<file path="config.mk">
export PLATFORM = sky130hd
export DESIGN_NAME = intf_bit_serializer
export DESIGN_NICKNAME = d
export VERILOG_FILES = /design/src/rtl/intf_ser_pkg.sv /design/src/rtl/intf_ser_bitcnt.sv /design/src/rtl/intf_bit_serializer.sv
export SDC_FILE = /design/constraint.sdc
export NUM_CORES = 1
export LEC_CHECK = 0
export CAP_MARGIN = 5
export CORE_MARGIN = 5
export CORE_UTILIZATION = 53
export CTS_CLUSTER_DIAMETER = 150
export DETAILED_ROUTE_END_ITERATION = 16
export PLACE_DENSITY = 0.79
export SLEW_MARGIN = 20
export SYNTH_ARGS = -nofsm -noshare
export SYNTH_HDL_FRONTEND = slang
export SYNTH_HIERARCHICAL = 1
export SYNTH_SLANG_ARGS = --single-unit
</file>
<file path="constraint.sdc">
create_clock -name clk -period 2.2 [get_ports clk]
set_input_delay 0.44 -clock clk [delete_from_list [all_inputs] [get_ports clk]]
set_output_delay 0.44 -clock clk [all_outputs]
set_load 0.02 [all_outputs]
</file>
<file path="src/rtl/intf_ser_pkg.sv">
// Shared types and sizing constants for the bit serializer.
package intf_ser_pkg;
    typedef enum logic [1:0] {IDLE, SHIFT, GAP} ser_state_t;
    localparam int CNT_W_MAX  = 7;
    localparam int WORD_CNT_W = 16;
endpackage

</file>
<file path="src/rtl/intf_ser_bitcnt.sv">
// Loadable down-counter that parks at zero; counts word bits and gap cycles.
module intf_ser_bitcnt #(
    parameter int CNT_W = 4
) (
    input  logic             clk,
    input  logic             rst,
    input  logic             load,
    input  logic [CNT_W-1:0] load_val,
    input  logic             dec,
    output logic             zero
);
    logic [CNT_W-1:0] count;

    always_ff @(posedge clk) begin
        if (rst) begin
            count <= '0;
        end else if (load) begin
            count <= load_val;
        end else if (dec && !zero) begin
            count <= count - 1'b1;
        end
    end

    assign zero = (count == '0);
endmodule

</file>
<file path="src/rtl/intf_bit_serializer.sv">
// Parallel-to-serial word shifter with frame/last markers and a completed-word counter.
// state | meaning
// IDLE  | in_ready high, waiting for a word
// SHIFT | one word bit per cycle onto ser_data
// GAP   | GAP_CYCLES quiet cycles between words
module intf_bit_serializer
    import intf_ser_pkg::*;
#(
    parameter int WIDTH      = 8,
    parameter int GAP_CYCLES = 1,
    parameter bit MSB_FIRST  = 1'b1
) (
    input  logic                  clk,
    input  logic                  rst,
    input  logic [WIDTH-1:0]      in_data,
    input  logic                  in_valid,
    output logic                  in_ready,
    output logic                  ser_data,
    output logic                  ser_frame,
    output logic                  ser_last,
    output logic                  busy,
    output logic [WORD_CNT_W-1:0] word_count
);
    localparam int BIT_W      = $clog2(WIDTH + 1);
    localparam int BIT_LOAD_I = WIDTH - 1;
    localparam int GAP_LOAD_I = (GAP_CYCLES > 0) ? GAP_CYCLES - 1 : 0;
    localparam logic [BIT_W-1:0]     BIT_LOAD = BIT_LOAD_I[BIT_W-1:0];
    localparam logic [CNT_W_MAX-1:0] GAP_LOAD = GAP_LOAD_I[CNT_W_MAX-1:0];

    ser_state_t       state;
    logic [WIDTH-1:0] shreg;
    logic             bit_zero;
    logic             gap_zero;
    logic             bit_load;
    logic             gap_load;

    assign in_ready = (state == IDLE) && !rst;
    assign busy     = (state != IDLE);
    assign bit_load = (state == IDLE) && in_valid;
    assign gap_load = (state == SHIFT) && bit_zero;

    intf_ser_bitcnt #(.CNT_W(BIT_W)) u_bitcnt (
        .clk      (clk),
        .rst      (rst),
        .load     (bit_load),
        .load_val (BIT_LOAD),
        .dec      (state == SHIFT),
        .zero     (bit_zero)
    );

    intf_ser_bitcnt #(.CNT_W(CNT_W_MAX)) u_gapcnt (
        .clk      (clk),
        .rst      (rst),
        .load     (gap_load),
        .load_val (GAP_LOAD),
        .dec      (state == GAP),
        .zero     (gap_zero)
    );

    always_ff @(posedge clk) begin
        if (rst) begin
            state      <= IDLE;
            shreg      <= '0;
            ser_data   <= 1'b0;
            ser_frame  <= 1'b0;
            ser_last   <= 1'b0;
            word_count <= '0;
        end else begin
            // the word completes on the edge after its last bit has been presented
            if (ser_last) begin
                word_count <= word_count + 1'b1;
            end
            case (state)
                IDLE: begin
                    ser_data  <= 1'b0;
                    ser_frame <= 1'b0;
                    ser_last  <= 1'b0;
                    if (in_valid) begin
                        shreg <= in_data;
                        state <= SHIFT;
                    end
                end
                SHIFT: begin
                    ser_data  <= MSB_FIRST ? shreg[WIDTH-1] : shreg[0];
                    ser_frame <= 1'b1;
                    ser_last  <= bit_zero;
                    shreg     <= MSB_FIRST ? (shreg << 1) : (shreg >> 1);
                    if (bit_zero) begin
                        state <= (GAP_CYCLES > 0) ? GAP : IDLE;
                    end
                end
                GAP: begin
                    ser_data  <= 1'b0;
                    ser_frame <= 1'b0;
                    ser_last  <= 1'b0;
                    if (gap_zero) begin
                        state <= IDLE;
                    end
                end
                default: begin
                    state <= IDLE;
                end
            endcase
        end
    end
endmodule

</file>
==> results of run 1 <==
## worst max path at each step
stage	end	slack, ns	depth (start not counted)
floorplan	u_gapcnt/count[4]	0.26	9
global placement	in_ready	0.19	3
detailed placement	in_ready	0.18	3
CTS	in_ready	0.04	3
global route	u_gapcnt/count[2]	0.05	10
finish	busy	0.19	2
## registers in the layout, indices dropped and copies added (netlist names)
register        count
ser_data            1
word_count         16
u_gapcnt/count      7
u_bitcnt/count      4
shreg               8
ser_frame           1
state               2
ser_last            1
## worst register-to-register path: cells and delay by family (launching register included)
| kind | cells | cell delay [ns] |
|---|---|---|
| buffers and inverters | 4 | 0.46 |
| adder cells (fa/ha/maj) | 1 | 0.21 |
| AO/OA/AOI/OAI | 2 | 0.15 |
| AND/OR/NAND/NOR | 3 | 0.73 |
| flip-flops | 1 | 0.32 |
## stage by stage
step | setup WS, ns | std cells | utilization | total power, mW
6_report | 0.191 | 321 | 0.674 | 1.74
5_1_grt | 0.0510 | 321 | 0.674 | 1.85
4_1_cts | 0.0381 | 321 | 0.673 | 1.77
3_5_place_dp | 0.180 | 313 | 0.649 | 1.26
3_3_place_gp | 0.187 | 313 | 0.649 | 1.25
2_1_floorplan | 0.258 | 239 | - | 1.16
## kinds of logic after synthesis
| family | Yosys count | synth area share |
|---|---|---|
| fa+ha+maj | 3 | 0.0189 |
| mux | 10 | 0.0528 |
| flops | 40 | 0.403 |
| xor+xnor | 5 | 0.0220 |
| simple gates | 106 | 0.288 |
| compound gates | 44 | 0.169 |
| buf+inv | 20 | 0.0434 |
| other cells | 2 | 0.00377 |
## power breakdown
group / switching, mW / internal [mW]
Combinational: 0.212 / 0.190
Clock: 0.237 / 0.256
Sequential: 0.0572 / 0.785
Total: 0.506 / 1.23
## layout make-up
| class | count | share of cell area |
|---|---|---|
| inverter | 12 | 0.0183 |
| timing repair buffer | 34 | 0.136 |
| tap | 48 | 0.0243 |
| sequential | 40 | 0.325 |
| multi-input combinational | 179 | 0.460 |
| clock buffer | 8 | 0.0365 |
## routing by layer
metal / track usage / share of wire / vias to the layer above
met5: 0 / 0 / -
met1: 0.194 / 0.44 / 753
li1: - / - / 900
met4: 0.0564 / 0.016 / 0
met3: 0.0491 / 0.059 / 8
met2: 0.279 / 0.49 / 31
## what timing repair did
| item | 4_1_cts | 5_1_grt |
|---|---|---|
| hold buffers | 0 | 0 |
| gates resized for setup | 0 | 1 |
| setup endpoints to repair | 0 | 1 |
## layout by cell type (no fill, tap or decap), types with 2 or more instances in the layout
cell and instances:
sky130_fd_sc_hd__a211oi_1 2, sky130_fd_sc_hd__a21oi_1 12, sky130_fd_sc_hd__a311oi_1 10, sky130_fd_sc_hd__buf_4 3, sky130_fd_sc_hd__clkbuf_1 2, sky130_fd_sc_hd__clkbuf_8 6
sky130_fd_sc_hd__clkdlybuf4s50_1 30, sky130_fd_sc_hd__conb_1 11, sky130_fd_sc_hd__dfxtp_1 40, sky130_fd_sc_hd__ha_1 3, sky130_fd_sc_hd__inv_1 11, sky130_fd_sc_hd__mux2_1 4
sky130_fd_sc_hd__mux2i_1 6, sky130_fd_sc_hd__nand2_1 26, sky130_fd_sc_hd__nand2b_1 4, sky130_fd_sc_hd__nand3_1 2, sky130_fd_sc_hd__nand4_1 7, sky130_fd_sc_hd__nand4_2 2
sky130_fd_sc_hd__nor2_1 32, sky130_fd_sc_hd__nor2b_1 5, sky130_fd_sc_hd__nor3_1 3, sky130_fd_sc_hd__nor4_1 6, sky130_fd_sc_hd__o21a_1 2, sky130_fd_sc_hd__o21ai_0 5
sky130_fd_sc_hd__o31ai_1 5, sky130_fd_sc_hd__or3_1 4, sky130_fd_sc_hd__or4_1 4, sky130_fd_sc_hd__xnor2_1 2, sky130_fd_sc_hd__xor2_1 3
==> impl_results.html, run 1 <==
<table>
<tr><th>Metric</th><th>Value</th></tr>
<tr><th colspan="2">Outcome</th></tr>
<tr><td>Result of the run</td><td>finished, final reports clean</td></tr>
<tr><th colspan="2">Setup path</th></tr>
<tr><td>CP Data Arrival Time</td><td>approximately 1.6 ns</td></tr>
<tr><td>Worst setup path class</td><td>reg2out</td></tr>
<tr><td>Highest-delay cell along the critical path</td><td>sky130_fd_sc_hd__clkdlybuf4s50_1</td></tr>
<tr><td>Ordered list of cells on the worst path</td><td>or2_2, clkdlybuf4s50_1</td></tr>
<tr><td>Largest fanout on the critical path</td><td>9</td></tr>
<tr><td>Startpoint class of the critical path</td><td>flip-flop</td></tr>
<tr><td>Delay of the slowest cell on the worst path</td><td>0.60 ns</td></tr>
<tr><td>Buffers &amp; Inverters on Critical Path</td><td>1</td></tr>
<tr><td>Reg2Reg Capture Point</td><td>u_gapcnt/count[2]</td></tr>
<tr><td>Launching point of the worst reg2reg path</td><td>u_bitcnt/count[1]</td></tr>
<tr><td>Minimum setup slack among reg-to-reg paths</td><td>about 0.25 ns</td></tr>
<tr><td>Worst setup path startpoint</td><td>state[1]</td></tr>
<tr><td>Required time at the worst-slack endpoint</td><td>1.76 ns</td></tr>
<tr><td>Cell depth of the worst flop-to-flop path</td><td>10</td></tr>
<tr><td>CP Capture Type</td><td>output pin</td></tr>
<tr><td>Cell family contributing the most delay on the critical path</td><td>buffers and inverters</td></tr>
<tr><th colspan="2">CTS</th></tr>
<tr><td>CTS Root Cell</td><td>sky130_fd_sc_hd__clkbuf_8</td></tr>
<tr><td>Clock sink count</td><td>40</td></tr>
<tr><td>TritonCTS clock tree</td><td>done</td></tr>
<tr><td>Maximum clock path buffer count</td><td>2</td></tr>
<tr><td>Clock transition at the registers of the reported paths</td><td>0.07 ns</td></tr>
<tr><td>Source-to-sink clock delay at the later pin of the worst-skew pair</td><td>0.29 ns</td></tr>
<tr><td>Total setup buffers inserted after CTS</td><td>0</td></tr>
<tr><td>Depth of the CTS H-tree</td><td>2</td></tr>
<tr><td>CTS buffer count</td><td>5</td></tr>
<tr><th colspan="2">Floorplan</th></tr>
<tr><td>Initial Util</td><td>0.543</td></tr>
<tr><td>Die span in y</td><td>roughly 71 um</td></tr>
<tr><td>Die Footprint</td><td>~0.0051 mm2</td></tr>
<tr><td>Core Region</td><td>0.00366 mm2</td></tr>
<tr><td>Top-Level Pins</td><td>32</td></tr>
<tr><td>Count of standard-cell rows</td><td>22</td></tr>
<tr><td>X dimension of the die</td><td>slightly above 70 um</td></tr>
<tr><th colspan="2">Flow run</th></tr>
<tr><td>Number of max-cap violations</td><td>0</td></tr>
<tr><th colspan="2">Timing</th></tr>
<tr><td>Total negative setup slack</td><td>0 ns</td></tr>
<tr><td>Final setup violating endpoints</td><td>0</td></tr>
<tr><td>Layout Skew</td><td>around 0.0035 ns</td></tr>
<tr><td>Period minus WS final</td><td>2.01 ns</td></tr>
<tr><td>Final Cycle Share</td><td>0.913</td></tr>
<tr><td>Final hold viol count</td><td>0</td></tr>
<tr><td>Max Transition Viols Final</td><td>0</td></tr>
<tr><td>Smallest hold slack</td><td>0.466 ns</td></tr>
<tr><td>Highest clock rate</td><td>between 0.4 and 0.5 GHz</td></tr>
<tr><td>Setup repair after global routing missed its margin</td><td>false</td></tr>
<tr><th colspan="2">Synthesis</th></tr>
<tr><td>Most used standard cell by instance count after synthesis</td><td>sky130_fd_sc_hd__dfxtp_1</td></tr>
<tr><td>Ys flop type</td><td>sky130_fd_sc_hd__dfxtp_1</td></tr>
<tr><td>Post-synth design cell area</td><td>slightly below 0.002 mm2</td></tr>
<tr><td>Share of the yosys chip area belonging to registers</td><td>0.403</td></tr>
<tr><td>Most frequent cells after synthesis</td><td>40 x sky130_fd_sc_hd__dfxtp_1, 32 x sky130_fd_sc_hd__nor2_1, 26 x sky130_fd_sc_hd__nand2_1</td></tr>
<tr><td>EDFF count, synth</td><td>0</td></tr>
<tr><td>Number of distinct library cells after synthesis</td><td>49</td></tr>
<tr><td>Average size of a mapped cell</td><td>8.65 um2</td></tr>
<tr><td>Number of warnings reported in the yosys synthesis log</td><td>6</td></tr>
<tr><td>Portion of synthesized cell area occupied by the leading cell type</td><td>0.403</td></tr>
<tr><td>Biggest area consumer among synthesized cells</td><td>sky130_fd_sc_hd__dfxtp_1</td></tr>
<tr><td>Share of synthesized registers carrying an async set or reset</td><td>0</td></tr>
<tr><td>Register bit total from synthesis</td><td>40</td></tr>
<tr><td>Synthesized instance count</td><td>between 200 and 250</td></tr>
<tr><td>Cell types with the largest area share after synthesis</td><td>sky130_fd_sc_hd__dfxtp_1 40%, sky130_fd_sc_hd__nor2_1 6.0%, sky130_fd_sc_hd__nand2_1 4.9%, sky130_fd_sc_hd__a311oi_1 4.4%, sky130_fd_sc_hd__a21oi_1 3.0%</td></tr>
<tr><th colspan="2">Placed design</th></tr>
<tr><td>Final weighted congestion of routability-driven global placement</td><td>0.745</td></tr>
<tr><td>HPWL after detailed placement</td><td>2740 um</td></tr>
<tr><td>Placed cell areas</td><td>0.00237 mm2</td></tr>
<tr><td>Total of buffers placed on input and output ports</td><td>31</td></tr>
<tr><th colspan="2">Route</th></tr>
<tr><td>Count of routing violations after the opening detailed-route iteration</td><td>109</td></tr>
<tr><td>ANT nets after route</td><td>0</td></tr>
<tr><td># DRC</td><td>0</td></tr>
<tr><td>Count of vias placed by the detailed router</td><td>1692</td></tr>
<tr><td>Per-cell routed wire length</td><td>12.0 um</td></tr>
<tr><td>Number of iterations in the first detailed-routing pass</td><td>4</td></tr>
<tr><td>Vias/cell</td><td>between 5 and 6</td></tr>
<tr><td>Wirelength, routed</td><td>3860 um</td></tr>
<tr><th colspan="2">Finish</th></tr>
<tr><td>Final std cell area, no fill</td><td>0.00247 mm2</td></tr>
<tr><td>Antenna Diode Count</td><td>0</td></tr>
<tr><td>Filler Cells Inserted</td><td>306</td></tr>
<tr><td>Storage element area</td><td>801 um2</td></tr>
<tr><td>Final #Nets</td><td>286</td></tr>
<tr><td>Area taken by multi-input logic gates</td><td>0.00114 mm2</td></tr>
<tr><td>Fraction of final layout cells sized beyond drive strength 1</td><td>0.0842</td></tr>
<tr><td>Area added between synthesis and finish</td><td>24.0%</td></tr>
<tr><th colspan="2">Global routing</th></tr>
<tr><td>Pin count of the biggest net entering global routing</td><td>46</td></tr>
<tr><td>Number of antenna violations at the first check in global routing</td><td>0</td></tr>
<tr><td>Residual overflow from global routing</td><td>0</td></tr>
<tr><td>GRT Overall Usage</td><td>0.163</td></tr>
<tr><td>Global-route wire length before repair</td><td>6790 um</td></tr>
<tr><td>Via count of the first global-routing pass</td><td>about 1.6k</td></tr>
<tr><th colspan="2">Hold path</th></tr>
<tr><td>Terminating pin of the worst hold path</td><td>ser_frame</td></tr>
<tr><td>Type of the worst min-delay path</td><td>reg2reg</td></tr>
<tr><td>Worst hold path depth</td><td>2</td></tr>
<tr><td>Origin of the worst min-delay path</td><td>ser_frame</td></tr>
<tr><th colspan="2">Power</th></tr>
<tr><td>Worst IR Drop VDD</td><td>417 uV</td></tr>
<tr><td>Lkg Pwr</td><td>0.907 nW</td></tr>
<tr><td>Total power per unit cell area</td><td>704 mW/mm2</td></tr>
</table>
No activity file was read; power rests on OpenSTA's default activity.
==> run 2, diff against run 1 <==
CAP_MARGIN = default   (was 5)
clock period = 2.1 ns   (was 2.2 ns; I/O delays follow)
==> impl_results.html, run 2 (same netlist as run 1, synthesis figures left out) <==
<table>
<tr><th>Metric</th><th>Value</th></tr>
<tr><th colspan="2">Outcome</th></tr>
<tr><td>Result of the run</td><td>finished, final reports clean</td></tr>
<tr><th colspan="2">Timing</th></tr>
<tr><td>Setup repair after global routing missed its margin</td><td>false</td></tr>
<tr><td>Max Transition Viols Final</td><td>0</td></tr>
<tr><td>Period minus WS final</td><td>approximately 2.0 ns</td></tr>
<tr><td>Layout Skew</td><td>0.00389 ns</td></tr>
<tr><td>Highest clock rate</td><td>0.502 GHz</td></tr>
<tr><td>Total negative setup slack</td><td>0 ns</td></tr>
<tr><td>Smallest hold slack</td><td>roughly 0.47 ns</td></tr>
<tr><td>Final setup margin</td><td>0.107 ns</td></tr>
<tr><td>Final hold viol count</td><td>0</td></tr>
<tr><td>Final Cycle Share</td><td>0.949</td></tr>
<tr><td>Final setup violating endpoints</td><td>0</td></tr>
<tr><th colspan="2">Route</th></tr>
<tr><td>Count of vias placed by the detailed router</td><td>approximately 1.7k</td></tr>
<tr><td>Number of iterations in the first detailed-routing pass</td><td>4</td></tr>
<tr><td>Count of routing violations after the opening detailed-route iteration</td><td>127</td></tr>
<tr><td>Vias/cell</td><td>between 5 and 6</td></tr>
<tr><td># DRC</td><td>0</td></tr>
<tr><td>Wirelength, routed</td><td>3870 um</td></tr>
<tr><td>ANT nets after route</td><td>0</td></tr>
<tr><td>Per-cell routed wire length</td><td>12.0 um</td></tr>
<tr><th colspan="2">Placed design</th></tr>
<tr><td>Placed Instances</td><td>313</td></tr>
<tr><td>Placement-stage worst setup slack</td><td>0.125 ns</td></tr>
<tr><td>HPWL after detailed placement</td><td>about 2700 um</td></tr>
<tr><td>Total of buffers placed on input and output ports</td><td>31</td></tr>
<tr><td>Final weighted congestion of routability-driven global placement</td><td>0.724</td></tr>
<tr><td>Placed cell areas</td><td>0.00237 mm2</td></tr>
<tr><th colspan="2">Global routing</th></tr>
<tr><td>Number of antenna violations at the first check in global routing</td><td>0</td></tr>
<tr><td>Global-route wire length before repair</td><td>6740 um</td></tr>
<tr><td>GRT Overall Usage</td><td>0.162</td></tr>
<tr><td>Via count of the first global-routing pass</td><td>1599</td></tr>
<tr><td>Residual overflow from global routing</td><td>0</td></tr>
<tr><td>Pin count of the biggest net entering global routing</td><td>46</td></tr>
<tr><th colspan="2">Finish</th></tr>
<tr><td>Area added between synthesis and finish</td><td>26.4%</td></tr>
<tr><td>Utilization of the core after routing</td><td>0.687</td></tr>
<tr><td>Final std cell area, no fill</td><td>around 0.0025 mm2</td></tr>
<tr><td>Leading cell types in the layout, fill and taps excluded</td><td>40 x sky130_fd_sc_hd__dfxtp_1, 31 x sky130_fd_sc_hd__nor2_1, 30 x sky130_fd_sc_hd__clkdlybuf4s50_1</td></tr>
<tr><td>Largest registers in the final layout</td><td>word_count: 16 flops, shreg: 8 flops, u_gapcnt/count: 7 flops</td></tr>
<tr><td>Fraction of final layout cells sized beyond drive strength 1</td><td>0.0989</td></tr>
<tr><td>Reg with most FFs</td><td>word_count</td></tr>
<tr><td>Antenna Diode Count</td><td>0</td></tr>
<tr><td>Number of standard cells in the final layout excluding fillers</td><td>321</td></tr>
<tr><td>Most common cell after layout, fill and taps aside</td><td>sky130_fd_sc_hd__dfxtp_1</td></tr>
<tr><td>Final #Nets</td><td>286</td></tr>
<tr><td>Number of flip-flops in the largest register</td><td>16</td></tr>
<tr><th colspan="2">CTS</th></tr>
<tr><td>Depth of the CTS H-tree</td><td>2</td></tr>
<tr><td>Total setup buffers inserted after CTS</td><td>0</td></tr>
<tr><td>TritonCTS clock tree</td><td>done</td></tr>
<tr><td>Total of hold buffers inserted after clock tree synthesis</td><td>0</td></tr>
<tr><td>Clock transition at the registers of the reported paths</td><td>roughly 0.07 ns</td></tr>
<tr><td>CTS Root Cell</td><td>sky130_fd_sc_hd__clkbuf_8</td></tr>
<tr><td>CTS buffer count</td><td>5</td></tr>
<tr><td>Maximum clock path buffer count</td><td>2</td></tr>
<tr><td>Clock sink count</td><td>40</td></tr>
<tr><td>Source-to-sink clock delay at the later pin of the worst-skew pair</td><td>0.29 ns</td></tr>
<tr><th colspan="2">Setup path</th></tr>
<tr><td>Reg2Reg Capture Point</td><td>u_gapcnt/count[5]</td></tr>
<tr><td>Destination of the critical timing path</td><td>busy</td></tr>
<tr><td>Startpoint class of the critical path</td><td>flip-flop</td></tr>
<tr><td>Cell depth of the worst flop-to-flop path</td><td>5</td></tr>
<tr><td>Worst setup path startpoint</td><td>state[1]</td></tr>
<tr><td>CP Capture Type</td><td>output pin</td></tr>
<tr><td>Required time at the worst-slack endpoint</td><td>1.68 ns</td></tr>
<tr><td>Worst setup path class</td><td>reg2out</td></tr>
<tr><td>CP Data Arrival Time</td><td>roughly 1.6 ns</td></tr>
<tr><td>Minimum setup slack among reg-to-reg paths</td><td>0.19 ns</td></tr>
<tr><td>Largest fanout on the critical path</td><td>9</td></tr>
<tr><td>Launching point of the worst reg2reg path</td><td>state[1]</td></tr>
<tr><th colspan="2">Floorplan</th></tr>
<tr><td>Core Region</td><td>0.00366 mm2</td></tr>
<tr><td>Die Footprint</td><td>0.00508 mm2</td></tr>
<tr><td>Initial Util</td><td>0.543</td></tr>
<tr><td>Count of standard-cell rows</td><td>22</td></tr>
<tr><td>Die span in y</td><td>approximately 71 um</td></tr>
<tr><td>X dimension of the die</td><td>71.3 um</td></tr>
<tr><td>Top-Level Pins</td><td>32</td></tr>
<tr><th colspan="2">Flow run</th></tr>
<tr><td>Number of max-cap violations</td><td>0</td></tr>
<tr><th colspan="2">Power</th></tr>
<tr><td>Design Power</td><td>1.99 mW</td></tr>
<tr><td>Worst IR Drop VDD</td><td>roughly 410 uV</td></tr>
<tr><td>Lkg Pwr</td><td>0.917 nW</td></tr>
<tr><td>Total power per unit cell area</td><td>789 mW/mm2</td></tr>
<tr><th colspan="2">Hold path</th></tr>
<tr><td>Type of the worst min-delay path</td><td>reg2reg</td></tr>
</table>
run 2: worst min-delay path by stage:
stage,slack [ns],to,cells past startpoint,start
3_5_place_dp,0.46,ser_frame,2,ser_frame
3_3_place_gp,0.46,ser_frame,2,ser_frame
6_report,0.47,ser_frame,2,ser_frame
5_1_grt,0.48,ser_frame,2,ser_frame
4_1_cts,0.47,ser_frame,2,ser_frame
2_1_floorplan,0.45,shreg[0],2,shreg[0]
run 2: cell type report:
| cell class | instances | area, um2 |
|---|---|---|
| Multi-Input combinational cell | 179 | 1150 |
| Fill cell | 311 | 1150 |
| Sequential cell | 40 | 801 |
| Timing Repair Buffer | 34 | 332 |
| Clock buffer | 7 | 96.3 |
| Tap cell | 48 | 60.1 |
| Inverter | 12 | 45.0 |
| Clock inverter | 1 | 30.0 |
run 2: layer usage:
layer	GRT usage	share of wire	vias up
met4	0.0501	0.013	0
li1	-	-	901
met3	0.0561	0.061	6
met1	0.184	0.44	785
met2	0.286	0.48	41
met5	0	0	-
run 2: repair_timing:
item                                   CTS  global route
setup endpoints to repair                1             2
endpoints found under the hold margin    0             0
gates resized for setup                  1             3
run 2: worst max-delay path: stages, from the launching register on:
cell                              delay, ns
sky130_fd_sc_hd__dfxtp_1               0.49
sky130_fd_sc_hd__or2_2                 0.19
sky130_fd_sc_hd__clkdlybuf4s50_1       0.60
run 2: power breakdown:
group / switching [mW] / leakage (nW) / internal, mW / total, mW
clock network: 0.256 / 0.0645 / 0.419 / 0.675
logic: 0.224 / 0.527 / 0.204 / 0.428
registers: 0.0602 / 0.326 / 0.823 / 0.883
total: 0.540 / 0.917 / 1.45 / 1.99
==> run 3, diff against run 2 <==
SKIP_CTS_REPAIR_TIMING = 1   (was default)
==> impl_results.html, run 3 (same netlist as run 1, synthesis figures left out) <==
<table>
<tr><th>Metric</th><th>Value</th></tr>
<tr><th colspan="2">Route</th></tr>
<tr><td>Count of vias placed by the detailed router</td><td>1732</td></tr>
<tr><td>Count of routing violations after the opening detailed-route iteration</td><td>around 130</td></tr>
<tr><td>Wirelength, routed</td><td>3860 um</td></tr>
<tr><td># DRC</td><td>0</td></tr>
<tr><td>Number of iterations in the first detailed-routing pass</td><td>4</td></tr>
<tr><td>Per-cell routed wire length</td><td>12.0 um</td></tr>
<tr><td>Vias/cell</td><td>between 5 and 6</td></tr>
<tr><td>ANT nets after route</td><td>0</td></tr>
<tr><th colspan="2">Finish</th></tr>
<tr><td>Area added between synthesis and finish</td><td>26.6%</td></tr>
<tr><td>Largest registers in the final layout</td><td>word_count: 16 flops, shreg: 8 flops, u_gapcnt/count: 7 flops</td></tr>
<tr><td>Number of flip-flops in the largest register</td><td>16</td></tr>
<tr><td>Final #Nets</td><td>286</td></tr>
<tr><td>Most common cell after layout, fill and taps aside</td><td>sky130_fd_sc_hd__dfxtp_1</td></tr>
<tr><td>Leading cell types in the layout, fill and taps excluded</td><td>40 x sky130_fd_sc_hd__dfxtp_1, 31 x sky130_fd_sc_hd__nor2_1, 30 x sky130_fd_sc_hd__clkdlybuf4s50_1</td></tr>
<tr><td>Filler Cells Inserted</td><td>310</td></tr>
<tr><td>Fraction of final layout cells sized beyond drive strength 1</td><td>0.0989</td></tr>
<tr><td>Antenna Diode Count</td><td>0</td></tr>
<tr><td>Reg with most FFs</td><td>word_count</td></tr>
<tr><th colspan="2">Placed design</th></tr>
<tr><td>Final weighted congestion of routability-driven global placement</td><td>0.724</td></tr>
<tr><td>Total of buffers placed on input and output ports</td><td>31</td></tr>
<tr><td>Placement-stage worst setup slack</td><td>approximately 0.12 ns</td></tr>
<tr><td>HPWL after detailed placement</td><td>around 2700 um</td></tr>
<tr><th colspan="2">CTS</th></tr>
<tr><td>TritonCTS clock tree</td><td>done</td></tr>
<tr><td>Clock sink count</td><td>40</td></tr>
<tr><td>CTS buffer count</td><td>5</td></tr>
<tr><td>Maximum clock path buffer count</td><td>2</td></tr>
<tr><td>CTS Root Cell</td><td>sky130_fd_sc_hd__clkbuf_8</td></tr>
<tr><td>Clock transition at the registers of the reported paths</td><td>roughly 0.07 ns</td></tr>
<tr><td>Depth of the CTS H-tree</td><td>2</td></tr>
<tr><td>Source-to-sink clock delay at the later pin of the worst-skew pair</td><td>0.29 ns</td></tr>
<tr><th colspan="2">Power</th></tr>
<tr><td>Lkg Pwr</td><td>~0.9 nW</td></tr>
<tr><td>Design Power</td><td>1.99 mW</td></tr>
<tr><td>Worst IR Drop VDD</td><td>409 uV</td></tr>
<tr><td>Total power per unit cell area</td><td>roughly 800 mW/mm2</td></tr>
<tr><th colspan="2">Setup path</th></tr>
<tr><td>Levels on crit path</td><td>2</td></tr>
<tr><td>CP Data Arrival Time</td><td>between 1.5 and 2 ns</td></tr>
<tr><td>Destination of the critical timing path</td><td>busy</td></tr>
<tr><td>Reg2Reg Capture Point</td><td>u_gapcnt/count[5]</td></tr>
<tr><td>Cell depth of the worst flop-to-flop path</td><td>5</td></tr>
<tr><td>Cell family contributing the most delay on the critical path</td><td>buffers and inverters</td></tr>
<tr><td>Startpoint class of the critical path</td><td>flip-flop</td></tr>
<tr><td>Highest-delay cell along the critical path</td><td>sky130_fd_sc_hd__clkdlybuf4s50_1</td></tr>
<tr><td>Ordered list of cells on the worst path</td><td>or2_2, clkdlybuf4s50_1</td></tr>
<tr><td>Worst setup path class</td><td>reg2out</td></tr>
<tr><td>Required time at the worst-slack endpoint</td><td>1.68 ns</td></tr>
<tr><td>Launching point of the worst reg2reg path</td><td>state[1]</td></tr>
<tr><td>Largest fanout on the critical path</td><td>9</td></tr>
<tr><td>Worst setup path startpoint</td><td>state[1]</td></tr>
<tr><td>Delay of the slowest cell on the worst path</td><td>approximately 0.60 ns</td></tr>
<tr><td>CP Capture Type</td><td>output pin</td></tr>
<tr><td>Minimum setup slack among reg-to-reg paths</td><td>0.19 ns</td></tr>
<tr><td>Buffers &amp; Inverters on Critical Path</td><td>1</td></tr>
<tr><th colspan="2">Global routing</th></tr>
<tr><td>Pin count of the biggest net entering global routing</td><td>46</td></tr>
<tr><td>Number of antenna violations at the first check in global routing</td><td>0</td></tr>
<tr><td>Via count of the first global-routing pass</td><td>1599</td></tr>
<tr><td>Global-route wire length before repair</td><td>between 6000 and 7000 um</td></tr>
<tr><td>GRT Overall Usage</td><td>0.162</td></tr>
<tr><td>Residual overflow from global routing</td><td>0</td></tr>
<tr><th colspan="2">Floorplan</th></tr>
<tr><td>Core Region</td><td>0.00366 mm2</td></tr>
<tr><td>Die span in y</td><td>between 70 and 80 um</td></tr>
<tr><td>Count of standard-cell rows</td><td>22</td></tr>
<tr><td>Top-Level Pins</td><td>32</td></tr>
<tr><td>Die Footprint</td><td>0.00508 mm2</td></tr>
<tr><td>Initial Util</td><td>0.543</td></tr>
<tr><td>X dimension of the die</td><td>around 70 um</td></tr>
<tr><th colspan="2">Timing</th></tr>
<tr><td>Final setup margin</td><td>around 0.11 ns</td></tr>
<tr><td>Setup repair after global routing missed its margin</td><td>false</td></tr>
<tr><td>Period minus WS final</td><td>1.99 ns</td></tr>
<tr><td>Highest clock rate</td><td>0.502 GHz</td></tr>
<tr><td>Max Transition Viols Final</td><td>0</td></tr>
<tr><td>Final Cycle Share</td><td>0.949</td></tr>
<tr><td>Layout Skew</td><td>just under 0.004 ns</td></tr>
<tr><td>Final hold viol count</td><td>0</td></tr>
<tr><td>Final setup violating endpoints</td><td>0</td></tr>
<tr><th colspan="2">Outcome</th></tr>
<tr><td>Result of the run</td><td>finished, final reports clean</td></tr>
<tr><th colspan="2">Flow run</th></tr>
<tr><td>Number of max-cap violations</td><td>0</td></tr>
<tr><th colspan="2">Hold path</th></tr>
<tr><td>Type of the worst min-delay path</td><td>reg2reg</td></tr>
</table>
run 3: cell count changes in the layout (fill, tap and decap cells not counted), sizes merged:
cell | before | now
dlymetal6s2s | 0 | 1
dlygate4sd2 | 1 | 0
run 3: area by class of cell:
class | count | area (um2) | share of cell area
Multi-Input combinational cell | 179 | 1150 | 0.457
Sequential cell | 40 | 801 | 0.318
Timing Repair Buffer | 34 | 335 | 0.133
Clock buffer | 7 | 96.3 | 0.0383
Tap cell | 48 | 60.1 | 0.0238
Inverter | 12 | 45.0 | 0.0179
Clock inverter | 1 | 30.0 | 0.0119
run 3: worst min-delay path by stage:
stage                     slack (ns)   endpoint  cells past startpoint      start
after floorplan                 0.45   shreg[0]                      2   shreg[0]
after global placement          0.46  ser_frame                      2  ser_frame
after detailed placement        0.46  ser_frame                      2  ser_frame
after CTS                       0.47  ser_frame                      2  ser_frame
after global routing            0.48  ser_frame                      2  ser_frame
final                           0.47  ser_frame                      2  ser_frame
run 3: report_power, final:
part / switching [mW] / internal [mW] / total, mW
logic: 0.224 / 0.205 / 0.429
clock network: 0.256 / 0.419 / 0.675
registers: 0.0602 / 0.823 / 0.883
run 3: per-stage QoR:
step                setup TNS, ns  std cells  hold slack (ns)  area [um2]   util
global route                    0        321            0.479        2520  0.688
CTS                       -0.0419        321            0.469        2500  0.683
global placement                0        313            0.457        2370  0.649
finish                          0        321            0.466        2520  0.688
floorplan                       0        239            0.450        2020      -
detailed placement              0        313            0.458        2370  0.649
run 3: worst min-delay path: stages, from the launching register on:
cell,delay (ns)
sky130_fd_sc_hd__dfxtp_1,0.32
sky130_fd_sc_hd__inv_1,0.05
sky130_fd_sc_hd__a21oi_1,0.05
run 3: layer usage:
metal | global-route usage | share of wire
met3 | 0.0561 | 0.061
met1 | 0.184 | 0.44
met4 | 0.0501 | 0.013
met2 | 0.286 | 0.48
met5 | 0 | 0
